### config.mk
export PLATFORM = sky130hd
export DESIGN_NAME = seg7_scan_driver_flat
export DESIGN_NICKNAME = d
export VERILOG_FILES = /design/src/rtl/seg7_pkg.sv /design/src/rtl/seg7_scan_driver_if.sv /design/src/rtl/seg7_scan_prescaler.sv /design/src/rtl/seg7_scan_driver.sv /design/src/flat_wrapper.sv
export SDC_FILE = /design/constraint.sdc
export NUM_CORES = 1
export LEC_CHECK = 0
export BUFFER_PORTS_ARGS = -buffer_cell sky130_fd_sc_hd__buf_2
export CAP_MARGIN = 20
export CORE_ASPECT_RATIO = 0.75
export CORE_UTILIZATION = 60
export CTS_CLUSTER_SIZE = 10
export DETAILED_ROUTE_END_ITERATION = 7
export PLACE_DENSITY = 0.81
export SKIP_CTS_REPAIR_TIMING = 1
export SLEW_MARGIN = 20
export SYNTH_ARGS = -nofsm -noshare
export SYNTH_HDL_FRONTEND = slang
export SYNTH_SLANG_ARGS = --single-unit
### constraint.sdc
create_clock -name clk -period 3.5 [get_ports clk]
set_input_delay 0.7 -clock clk [delete_from_list [all_inputs] [get_ports clk]]
set_output_delay 0.7 -clock clk [all_outputs]
set_load 0.005 [all_outputs]
### src/rtl/seg7_pkg.sv
// Shared constants and helpers for the 7-segment scan driver: segment encoding
// and leading-zero blank mask generation.
package seg7_pkg;

  localparam logic [6:0] SEG_BLANK = 7'h7F;

  // Active-low {g,f,e,d,c,b,a} glyphs for hex digits 0..F.
  function automatic logic [6:0] hex_to_seg(input logic [3:0] nib);
    logic [6:0] seg;
    case (nib)
      4'h0: seg = 7'h40;
      4'h1: seg = 7'h79;
      4'h2: seg = 7'h24;
      4'h3: seg = 7'h30;
      4'h4: seg = 7'h19;
      4'h5: seg = 7'h12;
      4'h6: seg = 7'h02;
      4'h7: seg = 7'h78;
      4'h8: seg = 7'h00;
      4'h9: seg = 7'h10;
      4'hA: seg = 7'h08;
      4'hB: seg = 7'h03;
      4'hC: seg = 7'h46;
      4'hD: seg = 7'h21;
      4'hE: seg = 7'h06;
      default: seg = 7'h0E;
    endcase
    return seg;
  endfunction

  // Bit k set when digit k is a leading zero; digit 0 always stays lit.
  function automatic logic [7:0] lz_mask(input logic [31:0] value, input int n);
    logic [7:0] m;
    logic       seen_nz;
    m       = '0;
    seen_nz = 1'b0;
    for (int k = 7; k >= 0; k--) begin
      if (k < n) begin
        if (value[4*k +: 4] != 4'h0) seen_nz = 1'b1;
        else if (k != 0 && !seen_nz) m[k] = 1'b1;
      end
    end
    return m;
  endfunction

endpackage

### src/rtl/seg7_scan_driver_if.sv
// Host-side bundle for the scan driver: load strobe, digit data and masks in,
// display pin drive out.
interface seg7_scan_driver_if #(
  parameter int NUM_DIGITS = 4
);
  logic                    load;
  logic [4*NUM_DIGITS-1:0] value_in;
  logic [NUM_DIGITS-1:0]   blank_mask;
  logic                    lzb_en;
  logic [NUM_DIGITS-1:0]   blink_mask;
  logic [6:0]              seg_out;
  logic [NUM_DIGITS-1:0]   an_out;
  logic                    frame_tick;

  modport master (
    output load, value_in, blank_mask, lzb_en, blink_mask,
    input  seg_out, an_out, frame_tick
  );

  modport slave (
    input  load, value_in, blank_mask, lzb_en, blink_mask,
    output seg_out, an_out, frame_tick
  );
endinterface

### src/rtl/seg7_scan_prescaler.sv
// Free-running divider: tick is high for one clk out of every DIV.
module seg7_scan_prescaler #(
  parameter int DIV = 50000
) (
  input  logic clk,
  input  logic rst_n,
  output logic tick
);
  localparam int CW = $clog2(DIV);

  logic [CW-1:0] cnt;

  assign tick = (cnt == CW'(DIV - 1));

  always_ff @(posedge clk or negedge rst_n) begin
    if (!rst_n)    cnt <= '0;
    else if (tick) cnt <= '0;
    else           cnt <= cnt + CW'(1);
  end
endmodule

### src/rtl/seg7_scan_driver.sv
// Multiplexed common-anode 7-segment driver with frame-synchronous updates,
// per-digit and leading-zero blanking. Define DISP_BLINK_EN to enable digit blinking.
module seg7_scan_driver
  import seg7_pkg::*;
#(
  parameter int NUM_DIGITS = 4,
  parameter int SCAN_DIV   = 50000,
  parameter int BLINK_DIV  = 25
) (
  input logic               clk,
  input logic               rst_n,
  seg7_scan_driver_if.slave bus
);
  localparam int IDX_W = (NUM_DIGITS > 1) ? $clog2(NUM_DIGITS) : 1;

  logic                    tick;
  logic                    wrap;
  logic [IDX_W-1:0]        digit_idx;
  logic [4*NUM_DIGITS-1:0] pend_val, disp_val;
  logic [NUM_DIGITS-1:0]   pend_blank, disp_blank;
  logic                    pend_valid;
  logic [NUM_DIGITS-1:0]   lz_vec, blink_vec, blank_vec;
  logic [7:0]              lz_full;
  logic [3:0]              nibble;
  logic [6:0]              seg_p0, seg_p1;
  logic [NUM_DIGITS-1:0]   an_p0, an_p1;

  seg7_scan_prescaler #(.DIV(SCAN_DIV)) u_prescaler (
    .clk  (clk),
    .rst_n(rst_n),
    .tick (tick)
  );

  assign wrap = tick && (digit_idx == IDX_W'(NUM_DIGITS - 1));

  always_ff @(posedge clk or negedge rst_n) begin
    if (!rst_n)    digit_idx <= '0;
    else if (tick) digit_idx <= wrap ? '0 : digit_idx + IDX_W'(1);
  end

  // A load coinciding with the wrap bypasses pending so it shows this frame.
  always_ff @(posedge clk or negedge rst_n) begin
    if (!rst_n) begin
      pend_val   <= '0;
      pend_blank <= '0;
      pend_valid <= 1'b0;
      disp_val   <= '0;
      disp_blank <= '0;
    end else if (wrap) begin
      pend_valid <= 1'b0;
      if (bus.load) begin
        disp_val   <= bus.value_in;
        disp_blank <= bus.blank_mask;
      end else if (pend_valid) begin
        disp_val   <= pend_val;
        disp_blank <= pend_blank;
      end
    end else if (bus.load) begin
      pend_val   <= bus.value_in;
      pend_blank <= bus.blank_mask;
      pend_valid <= 1'b1;
    end
  end

`ifdef DISP_BLINK_EN
  localparam int BC_W = (BLINK_DIV > 1) ? $clog2(BLINK_DIV) : 1;

  logic [BC_W-1:0] blink_cnt;
  logic            blink_phase;

  always_ff @(posedge clk or negedge rst_n) begin
    if (!rst_n) begin
      blink_cnt   <= '0;
      blink_phase <= 1'b0;
    end else if (wrap) begin
      if (blink_cnt == BC_W'(BLINK_DIV - 1)) begin
        blink_cnt   <= '0;
        blink_phase <= ~blink_phase;
      end else begin
        blink_cnt <= blink_cnt + BC_W'(1);
      end
    end
  end

  assign blink_vec = blink_phase ? bus.blink_mask : '0;
`else
  logic unused_blink_mask;
  assign unused_blink_mask = ^bus.blink_mask;
  assign blink_vec         = '0;
`endif

  // Stage p0: glyph and anode selection for the digit currently indexed.
  always_comb begin
    lz_full   = lz_mask(32'(disp_val), NUM_DIGITS);
    lz_vec    = bus.lzb_en ? lz_full[NUM_DIGITS-1:0] : '0;
    blank_vec = disp_blank | lz_vec | blink_vec;
    nibble    = disp_val[{digit_idx, 2'b00} +: 4];
    seg_p0    = blank_vec[digit_idx] ? SEG_BLANK : hex_to_seg(nibble);
    an_p0     = ~(NUM_DIGITS'(1) << digit_idx);
  end

  // Stage p1: registered pin drive, segments and anode switch together.
  always_ff @(posedge clk or negedge rst_n) begin
    if (!rst_n) begin
      seg_p1 <= SEG_BLANK;
      an_p1  <= '1;
    end else begin
      seg_p1 <= seg_p0;
      an_p1  <= an_p0;
    end
  end

  assign bus.seg_out    = seg_p1;
  assign bus.an_out     = an_p1;
  assign bus.frame_tick = wrap;
endmodule

### src/flat_wrapper.sv
// flat-port wrapper written by rule: the top's interface ports become plain ports
module seg7_scan_driver_flat import seg7_pkg::*;
#(
  parameter int NUM_DIGITS = 4,
  parameter int SCAN_DIV   = 50000,
  parameter int BLINK_DIV  = 25
)
  (clk, rst_n, bus_load, bus_value_in, bus_blank_mask, bus_lzb_en, bus_blink_mask, bus_seg_out, bus_an_out, bus_frame_tick);
  seg7_scan_driver_if #(.NUM_DIGITS(NUM_DIGITS)) bus_i ();
  input logic clk;
  input logic rst_n;
  input wire logic [$bits(bus_i.load)-1:0] bus_load;
  input wire logic [$bits(bus_i.value_in)-1:0] bus_value_in;
  input wire logic [$bits(bus_i.blank_mask)-1:0] bus_blank_mask;
  input wire logic [$bits(bus_i.lzb_en)-1:0] bus_lzb_en;
  input wire logic [$bits(bus_i.blink_mask)-1:0] bus_blink_mask;
  output wire logic [$bits(bus_i.seg_out)-1:0] bus_seg_out;
  output wire logic [$bits(bus_i.an_out)-1:0] bus_an_out;
  output wire logic [$bits(bus_i.frame_tick)-1:0] bus_frame_tick;
  assign bus_i.load = bus_load;
  assign bus_i.value_in = bus_value_in;
  assign bus_i.blank_mask = bus_blank_mask;
  assign bus_i.lzb_en = bus_lzb_en;
  assign bus_i.blink_mask = bus_blink_mask;
  assign bus_seg_out = bus_i.seg_out;
  assign bus_an_out = bus_i.an_out;
  assign bus_frame_tick = bus_i.frame_tick;
  seg7_scan_driver #(.NUM_DIGITS(NUM_DIGITS), .SCAN_DIV(SCAN_DIV), .BLINK_DIV(BLINK_DIV)) u_core (.clk(clk), .rst_n(rst_n), .bus(bus_i));
endmodule
==> flow_metrics.tcl, run 1 <==
set metrics [dict create \
    hold_path_class "reg2reg" \
    endpoint_kind "output port" \
    start_util_pct 64.1 \
    clk_latency_ns 0.34 \
    worst_slew_pin_slew_ns 0.848 \
    finalSetupTns_ns 0 \
    drtAntennaViolNets 0 \
    powerDensity_nw_per_um2 396 \
    synth_cell_types 42 \
    cts_tree "yes" \
    synth_nets 322 \
    hpwlAfterDp_mm 4.25 \
    drv_slew 0 \
    routed_via_density 5.66 \
    clkSinkCount 70 \
    first_pass_iters 4 \
    stdcell_count 403 \
    layout-drive-gt1-share_pct 34.1 \
    die_x_microns 90.7 \
    worstPathArrival_ns 2.09 \
    cellLeakagePower_uw 0.00186 \
    drv_cap 0 \
    dpl.cell_count 387 \
    crit_required_ns 2.80 \
    yosysWarnings 0 \
    finalPower_uw 1580 \
    crit_type "reg2out" \
    synth_area_sq_um 3540 \
    rows 23 \
    wl_per_cell_microns 15.1 \
    yosys.area.top_type "dfrtp_1" \
    synthCells 283 \
    first_iter_violations 236 \
    place_ws_ns 0.966 \
    synth-seq-area-share_pct 49.8 \
    grt_pass1_wl_mm 10.4 \
    worst_setup_path_start_kind "register" \
    final_cell_mix "59 x dfrtp_1, 35 x buf_2, 20 x mux2_2, 20 x mux2_1, 19 x mux2_4" \
    period_share_pct 79.7 \
    first_global_vias 2179 \
    min_period_ns 2.79 \
    ys_ff_latch 70 \
    status "complete, no violations" \
    vdd_drop_max_v 0.000268 \
    antenna_found_initial 0 \
    synth_ff_type "dfrtp_1" \
    port_buffers 35 \
    h-tree-depth 3 \
    cts_buffers 9 \
    coreArea_sq_um 5530 \
    cts.clk_slew.worst_paths_ns 0.07 \
    max_freq_ghz 0.358 \
    die_h_microns 68.6 \
    dieArea_sq_um 6220 \
    vias 2281 \
    hold_violations 0 \
    root_buffer "clkbuf_8" \
    ys_top_cells_by_area "dfrtp_1 42%, dfstp_2 8.2%, mux2_4 8.1%" \
    async_flop_share_pct 100 \
    pin_count 40 \
    final_nets 362 \
    antennaDiodeCount 0 \
    grt_max_degree 71 \
    post-route-drc-count 0 \
    wl_mm 6.09 \
    synth_top_area_share_pct 41.7 \
    gp_congestion 0.825 \
    gr-total-overflow 0 \
    synthToLayoutAreaGrowth_pct 12.5 \
    clk_path_buf_depth 2 \
    track_usage_pct 22.1 \
    rsz0062_at_grt "false" \
    slew_headroom_pct 43.5 \
    setup_viol 0 \
    avgSynthCellArea_sq_um 12.5 \
    fin_worst_skew_ns 0.00701 \
    crit_fanout 14 \
    setup_slack_ns 0.709 \
    synth_enable_flop_cells 0 \
    final_common_cell "dfrtp_1" \
]
## registers in the layout (all words and copies together) (netlist names)
name / cells
u_core.bus.an_out: 4
u_core.u_prescaler.cnt: 16
u_core.bus.seg_out: 7
u_core.disp_val: 16
u_core.disp_blank: 4
u_core.pend_val: 16
u_core.digit_idx: 2
u_core.pend_blank: 4
u_core.pend_valid: 1
## synthesized netlist by cell type, types with 5 or more instances
| library cell | instances |
|---|---|
| mux2_1 | 20 |
| xor2_1 | 6 |
| nor3_1 | 5 |
| mux2_4 | 19 |
| clkbuf_1 | 6 |
| o21ai_0 | 10 |
| mux2i_1 | 7 |
| nor2_1 | 17 |
| nand3_1 | 13 |
| inv_1 | 13 |
| dfstp_2 | 11 |
| xnor2_1 | 5 |
| dfrtp_1 | 59 |
| mux2_2 | 20 |
| nand2_1 | 14 |
| ha_1 | 11 |
## critical path, stage by stage (launching register included)
cell and delay [ns]:
dfrtp_1 0.42, or4b_1 0.59, nor4_4 0.22, buf_4 0.23, and2_4 0.19, buf_2 0.11
## cells by family (layout without fill, tap and decap cells)
| family | Yosys count | in the layout | share of synthesized area, % |
|---|---|---|---|
| buffers and inverters | 24 | 69 | 3.21 |
| flip-flops | 70 | 70 | 49.8 |
| multiplexers | 69 | 69 | 24.6 |
| AO/OA/AOI/OAI | 27 | 27 | 5.05 |
| XOR/XNOR | 11 | 11 | 2.72 |
| AND/OR/NAND/NOR | 71 | 71 | 10.7 |
| adder cells (fa/ha/maj) | 11 | 11 | 3.88 |
## layer usage
| layer | vias to the layer above | wire [microns] | global-route usage, % |
|---|---|---|---|
| met5 | - | 0 | 0 |
| li1 | 1089 | - | - |
| met2 | 65 | 2710 | 33.7 |
| met3 | 8 | 297 | 5.92 |
| met1 | 1119 | 3000 | 30.1 |
| met4 | 0 | 89 | 10.1 |
## worst paths after layout
path                       cells after the start                        from             endpoint  slack, ns
max                                            5  u_core.u_prescaler.cnt[11]       bus_frame_tick       0.71
min                                            1         u_core.pend_val[13]  u_core.pend_val[13]       0.49
max reg2reg                                    7  u_core.u_prescaler.cnt[11]   u_core.pend_val[7]       0.97
min reg2reg                                    1         u_core.pend_val[13]  u_core.pend_val[13]       0.49
max in group asynchronous                      2                       rst_n   u_core.pend_val[5]       2.40
min in group asynchronous                      2                       rst_n   u_core.pend_val[3]       0.57
## through the flow
stage / hold slack [ns] / instance area (sq um) / util, %
after global placement: 0.469 / 3780 / 68.5
final: 0.492 / 3990 / 72.1
after CTS: 0.496 / 3990 / 72.1
after global routing: 0.505 / 3990 / 72.1
after floorplan: 0.404 / 3540 / -
after detailed placement: 0.479 / 3780 / 68.5
## area by class of cell
cell class,instances,area [sq um]
Clock buffer,12,155
Timing Repair Buffer,40,213
Clock inverter,4,45.0
Fill cell,390,1540
Sequential cell,70,1770
Inverter,13,48.8
Multi-Input combinational cell,189,1660
Tap cell,75,93.8
## report_power, final
group	leakage, uW	internal [uW]	total, uW	switching, uW
Clock	0.000106	365	644	279
Combinational	0.000886	46.2	90.0	43.8
Sequential	0.000868	833	844	11.1
(Power assumes the default switching activity.)
==> inputs of run 2 (changes only) <==
--- a/config.mk
+++ b/config.mk
@@ -8,10 +8,10 @@
 export BUFFER_PORTS_ARGS = -buffer_cell sky130_fd_sc_hd__buf_2
 export CAP_MARGIN = 20
 export CORE_ASPECT_RATIO = 0.75
-export CORE_UTILIZATION = 60
+export CORE_UTILIZATION = 58
 export CTS_CLUSTER_SIZE = 10
 export DETAILED_ROUTE_END_ITERATION = 7
-export PLACE_DENSITY = 0.81
+export PLACE_DENSITY = 0.79
 export SKIP_CTS_REPAIR_TIMING = 1
 export SLEW_MARGIN = 20
 export SYNTH_ARGS = -nofsm -noshare
==> constraint.sdc (replaced) <==
create_clock -name clk -period 2.6 [get_ports clk]
set_input_delay 0.52 -clock clk [delete_from_list [all_inputs] [get_ports clk]]
set_output_delay 0.52 -clock clk [all_outputs]
set_load 0.005 [all_outputs]
==> flow_metrics.tcl, run 2 (synthesized netlist as in run 1, its figures left out) <==
set metrics [dict create \
    final_cell_mix "59 x dfrtp_1, 35 x buf_2, 20 x mux2_2, 20 x mux2_1, 19 x mux2_4" \
    crit_fanout 5 \
    worstPathArrival_ns 1.95 \
    setup_viol 0 \
    root_buffer "clkbuf_8" \
    gp_congestion 0.834 \
    pin_count 40 \
    placed_cell_area_sq_um 3820 \
    coreArea_sq_um 5860 \
    drtAntennaViolNets 0 \
    first_global_vias 2205 \
    routed_via_density 5.59 \
    vias 2277 \
    finalSetupTns_ns 0 \
    finalPower_uw 2000 \
    hold_violations 0 \
    antenna_found_initial 0 \
    biggestRegsByFlops "u_core.disp_val (16), u_core.pend_val (16), u_core.u_prescaler.cnt (16)" \
    setup_slack_ns 0.133 \
    crit_type "reg2out" \
    hpwlAfterDp_mm 4.29 \
    multi_input_area_sq_um 1660 \
    cts.clk_slew.worst_paths_ns 0.07 \
    timing.hold.ws_ns 0.194 \
    track_usage_pct 22.0 \
    design_area_sq_um 3980 \
    port_buffers 35 \
    cellLeakagePower_uw 0.00185 \
    powerDensity_nw_per_um2 503 \
    min_period_ns 2.47 \
    clkSinkCount 70 \
    crit_required_ns 2.08 \
    cts_tree "yes" \
    first_iter_violations 160 \
    period_share_pct 94.9 \
    grt_max_degree 71 \
    rows 24 \
    grt_pass1_wl_mm 10.7 \
    worst_setup_path_start_kind "register" \
    dieArea_sq_um 6430 \
    wl_per_cell_microns 15.4 \
    layout-drive-gt1-share_pct 33.4 \
    place_ws_ns 0.307 \
    nFillCells 442 \
    clk_latency_ns 0.34 \
    hold_path_class "in2async" \
    max_freq_ghz 0.405 \
    final_nets 363 \
    first_pass_iters 4 \
    h-tree-depth 3 \
    regArea_sq_um 1770 \
    wl_mm 6.27 \
    clk_path_buf_depth 2 \
    die_x_microns 92.3 \
    antennaDiodeCount 0 \
    rsz0062_at_grt "false" \
    final_common_cell "dfrtp_1" \
    fin_worst_skew_ns 0.00505 \
    vdd_drop_max_v 0.000343 \
    drv_slew 0 \
    cts_buffers 9 \
    drv_cap 0 \
    start_util_pct 60.5 \
    synthToLayoutAreaGrowth_pct 12.4 \
    worst_slew_pin_slew_ns 0.596 \
    endpoint_kind "output port" \
    post-route-drc-count 0 \
    gr-total-overflow 0 \
    slew_headroom_pct 59.9 \
    die_h_microns 69.7 \
    status "complete, no violations" \
]
run 2: cell count changes in the layout (fill, tap and decap cells not counted):
cell / previous run / this run
clkbuf_8: 11 / 10
buf_12: 0 / 2
buf_4: 5 / 4
clkbuf_1: 1 / 4
bufinv_16: 1 / 0
clkinv_2: 3 / 2
run 2: area by class of cell:
type                       count  area share (%)
multi-input combinational    189            41.8
clock buffer                  14            3.83
clock inverter                 2           0.251
tap                           78            2.45
timing repair buffer          41            6.16
sequential                    70            44.3
inverter                      13            1.22
run 2: path summary, 6_finish.rpt:
kind,startpoint,endpoint,slack (ns),cells after the start
worst max-delay path,u_core.u_prescaler.cnt[11],bus_frame_tick,0.13,4
worst min-delay path,rst_n,u_core.digit_idx[1],0.19,2
worst max register to register,u_core.u_prescaler.cnt[11],u_core.pend_blank[1],0.29,6
worst min register to register,u_core.u_prescaler.cnt[0],u_core.u_prescaler.cnt[0],0.48,1
max in group asynchronous,rst_n,u_core.bus.seg_out[1],2.07,2
min in group clk,bus_value_in[13],u_core.pend_val[13],0.40,2
run 2: report_power, final:
part / internal, uW / switching (uW) / total [uW] / leakage, uW
Sequential: 1120 / 16.0 / 1140 / 0.000868
Combinational: 66.5 / 61.2 / 128 / 0.000899
Clock: 371 / 368 / 739 / 0.0000844
Total: 1560 / 445 / 2000 / 0.00185
run 2: per-layer routing:
| metal | track usage [%] | part of all wire [%] |
|---|---|---|
| met1 | 31.5 | 49 |
| met2 | 32.2 | 45 |
| met3 | 6.80 | 4.8 |
| met4 | 6.77 | 1.1 |
| met5 | 0 | 0 |
run 2: stage by stage:
step / utilization [%] / std cells
final: 68.0 / 407
after global routing: 68.0 / 407
after floorplan: - / 283
after global placement: 65.3 / 391
after CTS: 68.0 / 407
after detailed placement: 65.3 / 391
run 2: critical path: stages (launching register included):
cell and delay (ns):
dfrtp_1 0.42, or4b_1 0.60, nor4_4 0.27, and2_4 0.21, buf_2 0.11
==> inputs of run 3 (changes only) <==
--- a/config.mk
+++ b/config.mk
@@ -7,11 +7,13 @@
 export LEC_CHECK = 0
 export BUFFER_PORTS_ARGS = -buffer_cell sky130_fd_sc_hd__buf_2
 export CAP_MARGIN = 20
+export CELL_PAD_IN_SITES_DETAIL_PLACEMENT = 1
+export CELL_PAD_IN_SITES_GLOBAL_PLACEMENT = 1
 export CORE_ASPECT_RATIO = 0.75
-export CORE_UTILIZATION = 58
+export CORE_UTILIZATION = 47
 export CTS_CLUSTER_SIZE = 10
 export DETAILED_ROUTE_END_ITERATION = 7
-export PLACE_DENSITY = 0.79
+export PLACE_DENSITY_LB_ADDON = 0.1
 export SKIP_CTS_REPAIR_TIMING = 1
 export SLEW_MARGIN = 20
 export SYNTH_ARGS = -nofsm -noshare
==> constraint.sdc (replaced) <==
create_clock -name clk -period 2.6 [get_ports clk]
set_input_delay 0.26 -clock clk [delete_from_list [all_inputs] [get_ports clk]]
set_output_delay 0.26 -clock clk [all_outputs]
set_load 0.1 [all_outputs]
==> flow_metrics.tcl, run 3 (synthesized netlist as in run 1, its figures left out) <==
set metrics [dict create \
    nFillCells 784 \
    wl_mm 7.00 \
    final_cell_mix "59 x dfrtp_1, 34 x buf_2, 20 x mux2_2, 20 x mux2_1, 19 x mux2_4" \
    status "complete, no violations" \
    powerDensity_nw_per_um2 565 \
    final_common_cell "dfrtp_1" \
    busiest_layer "met2" \
    r2r_slack_ns 0.25 \
    rows 27 \
    first_pass_iters 4 \
    drv_cap 0 \
    drtAntennaViolNets 0 \
    crit_required_ns 2.82 \
    root_buffer "clkbuf_8" \
    coreArea_sq_um 7330 \
    gp_congestion 0.753 \
    routed_via_density 5.24 \
    fin_worst_skew_ns 0.00893 \
    post-route-util_pct 56.4 \
    grtUsageMet2_pct 32.3 \
    hold_violations 0 \
    die_h_microns 77.2 \
    r2r_start "u_core.u_prescaler.cnt[11]" \
    cts.clk_slew.worst_paths_ns 0.08 \
    slew_headroom_pct 55.3 \
    clkSinkCount 70 \
    start_util_pct 48.3 \
    clkPwrFrac_pct 45.9 \
    wl_per_cell_microns 16.2 \
    pin_count 40 \
    post-route-drc-count 0 \
    grt_max_degree 44 \
    drv_slew 0 \
    crit_type "reg2reg" \
    first_iter_violations 82 \
    worstPathArrival_ns 2.57 \
    rsz0062_at_grt "false" \
    antenna_found_initial 0 \
    min_path_cells 2 \
    min_period_ns 2.35 \
    setup_viol 0 \
    switching_power_uw 488 \
    layout-drive-gt1-share_pct 34.9 \
    synthToLayoutAreaGrowth_pct 16.7 \
    r2r_end "u_core.pend_val[2]" \
    vias 2269 \
    grt_util_met1_pct 29.0 \
    vdd_drop_max_v 0.000330 \
    final_nets 366 \
    hpwlAfterDp_mm 5.01 \
    cellLeakagePower_uw 0.00191 \
    r2r.worst_path.cells 6 \
    max_freq_ghz 0.425 \
    die_x_microns 102 \
    p_comb_share_pct 5.5 \
    seqPwrFrac_pct 48.6 \
    dieArea_sq_um 7890 \
    clk_path_buf_depth 2 \
    hold_start "bus_value_in[13]" \
    first_global_vias 2450 \
    period_share_pct 90.6 \
    grt_pass1_wl_mm 12.5 \
    clk_latency_ns 0.34 \
    port_buffers 35 \
    worst_slew_pin_slew_ns 0.665 \
    h-tree-depth 3 \
    endpoint_kind "register" \
    crit_fanout 5 \
    track_usage_pct 21.1 \
    cts_buffers 9 \
    antennaDiodeCount 0 \
    worst_setup_path_start_kind "register" \
    sw_frac_of_total_pct 20.9 \
    met3_usage_pct 5.29 \
    gr-total-overflow 0 \
    hold_path_class "in2reg" \
    whs_endpoint "u_core.pend_val[13]" \
    biggestRegsByFlops "u_core.disp_val (16), u_core.pend_val (16), u_core.u_prescaler.cnt (16)" \
    finalSetupTns_ns 0 \
    cts_tree "yes" \
    p_int_uw 1850 \
]
==> run 3: cell types whose count changed in the layout (fill, tap and decap cells not counted), sizes merged <==
cell and change:
clkinv +1, clkbuf -4, buf +2, dlygate4sd3 +1, bufinv +3
==> run 3: through the flow <==
stage | std cells | hold slack, ns | area [sq um] | total power [uW] | setup WS (ns)
3_3_place_gp | 416 | 0.339 | 3880 | 1280 | 0.308
3_5_place_dp | 416 | 0.337 | 3880 | 1290 | 0.229
4_1_cts | 432 | -0.0409 | 4130 | 2370 | 0.216
6_report | 433 | 0.142 | 4140 | 2340 | 0.245
2_1_floorplan | 283 | -0.0356 | 3540 | 1220 | 0.177
5_1_grt | 433 | 0.133 | 4140 | 2430 | 0.115
==> run 3: final cells by class <==
class	count	area, sq um	share of cell area, %
Clock buffer	10	138	3.33
Clock inverter	6	109	2.63
Inverter	13	48.8	1.18
Multi-Input combinational cell	189	1660	40.2
Sequential cell	70	1770	42.7
Tap cell	101	126	3.06
Timing Repair Buffer	44	285	6.90
==> run 3: worst max-delay path, cell delays in order, from the launching register on <==
cell and delay [ns]:
dfrtp_1 0.43, or4b_1 0.60, nor4_4 0.26, and2_4 0.24, nand2b_1 0.18, buf_4 0.18, mux2_1 0.33
==> run 3: how the worst max path moves through the flow <==
stage,start,to,slack (ns),cells after the start
detailed placement,u_core.u_prescaler.cnt[11],u_core.pend_val[2],0.23,6
floorplan,u_core.u_prescaler.cnt[7],u_core.pend_blank[0],0.18,6
finish,u_core.u_prescaler.cnt[11],u_core.pend_val[2],0.25,6
global route,u_core.u_prescaler.cnt[11],u_core.pend_val[2],0.12,6
CTS,u_core.u_prescaler.cnt[11],u_core.pend_val[2],0.22,6
global placement,u_core.u_prescaler.cnt[11],u_core.pend_val[2],0.31,6
==> run 3: power by group through the flow <==
stage          combinational (uW)  sequential, uW  clock, uW
5_1_grt                       145            1140       1140
3_5_place_dp                  132            1160          0
2_1_floorplan                70.3            1150          0
4_1_cts                       133            1140       1100
3_3_place_gp                  128            1150          0
6_report                      129            1130       1070
==> run 3: per-layer routing <==
layer	share of wire [%]	vias to the layer above
li1	-	1089
met1	49	1131
met2	47	43
met3	3.2	6
met4	1.1	0
met5	0	-
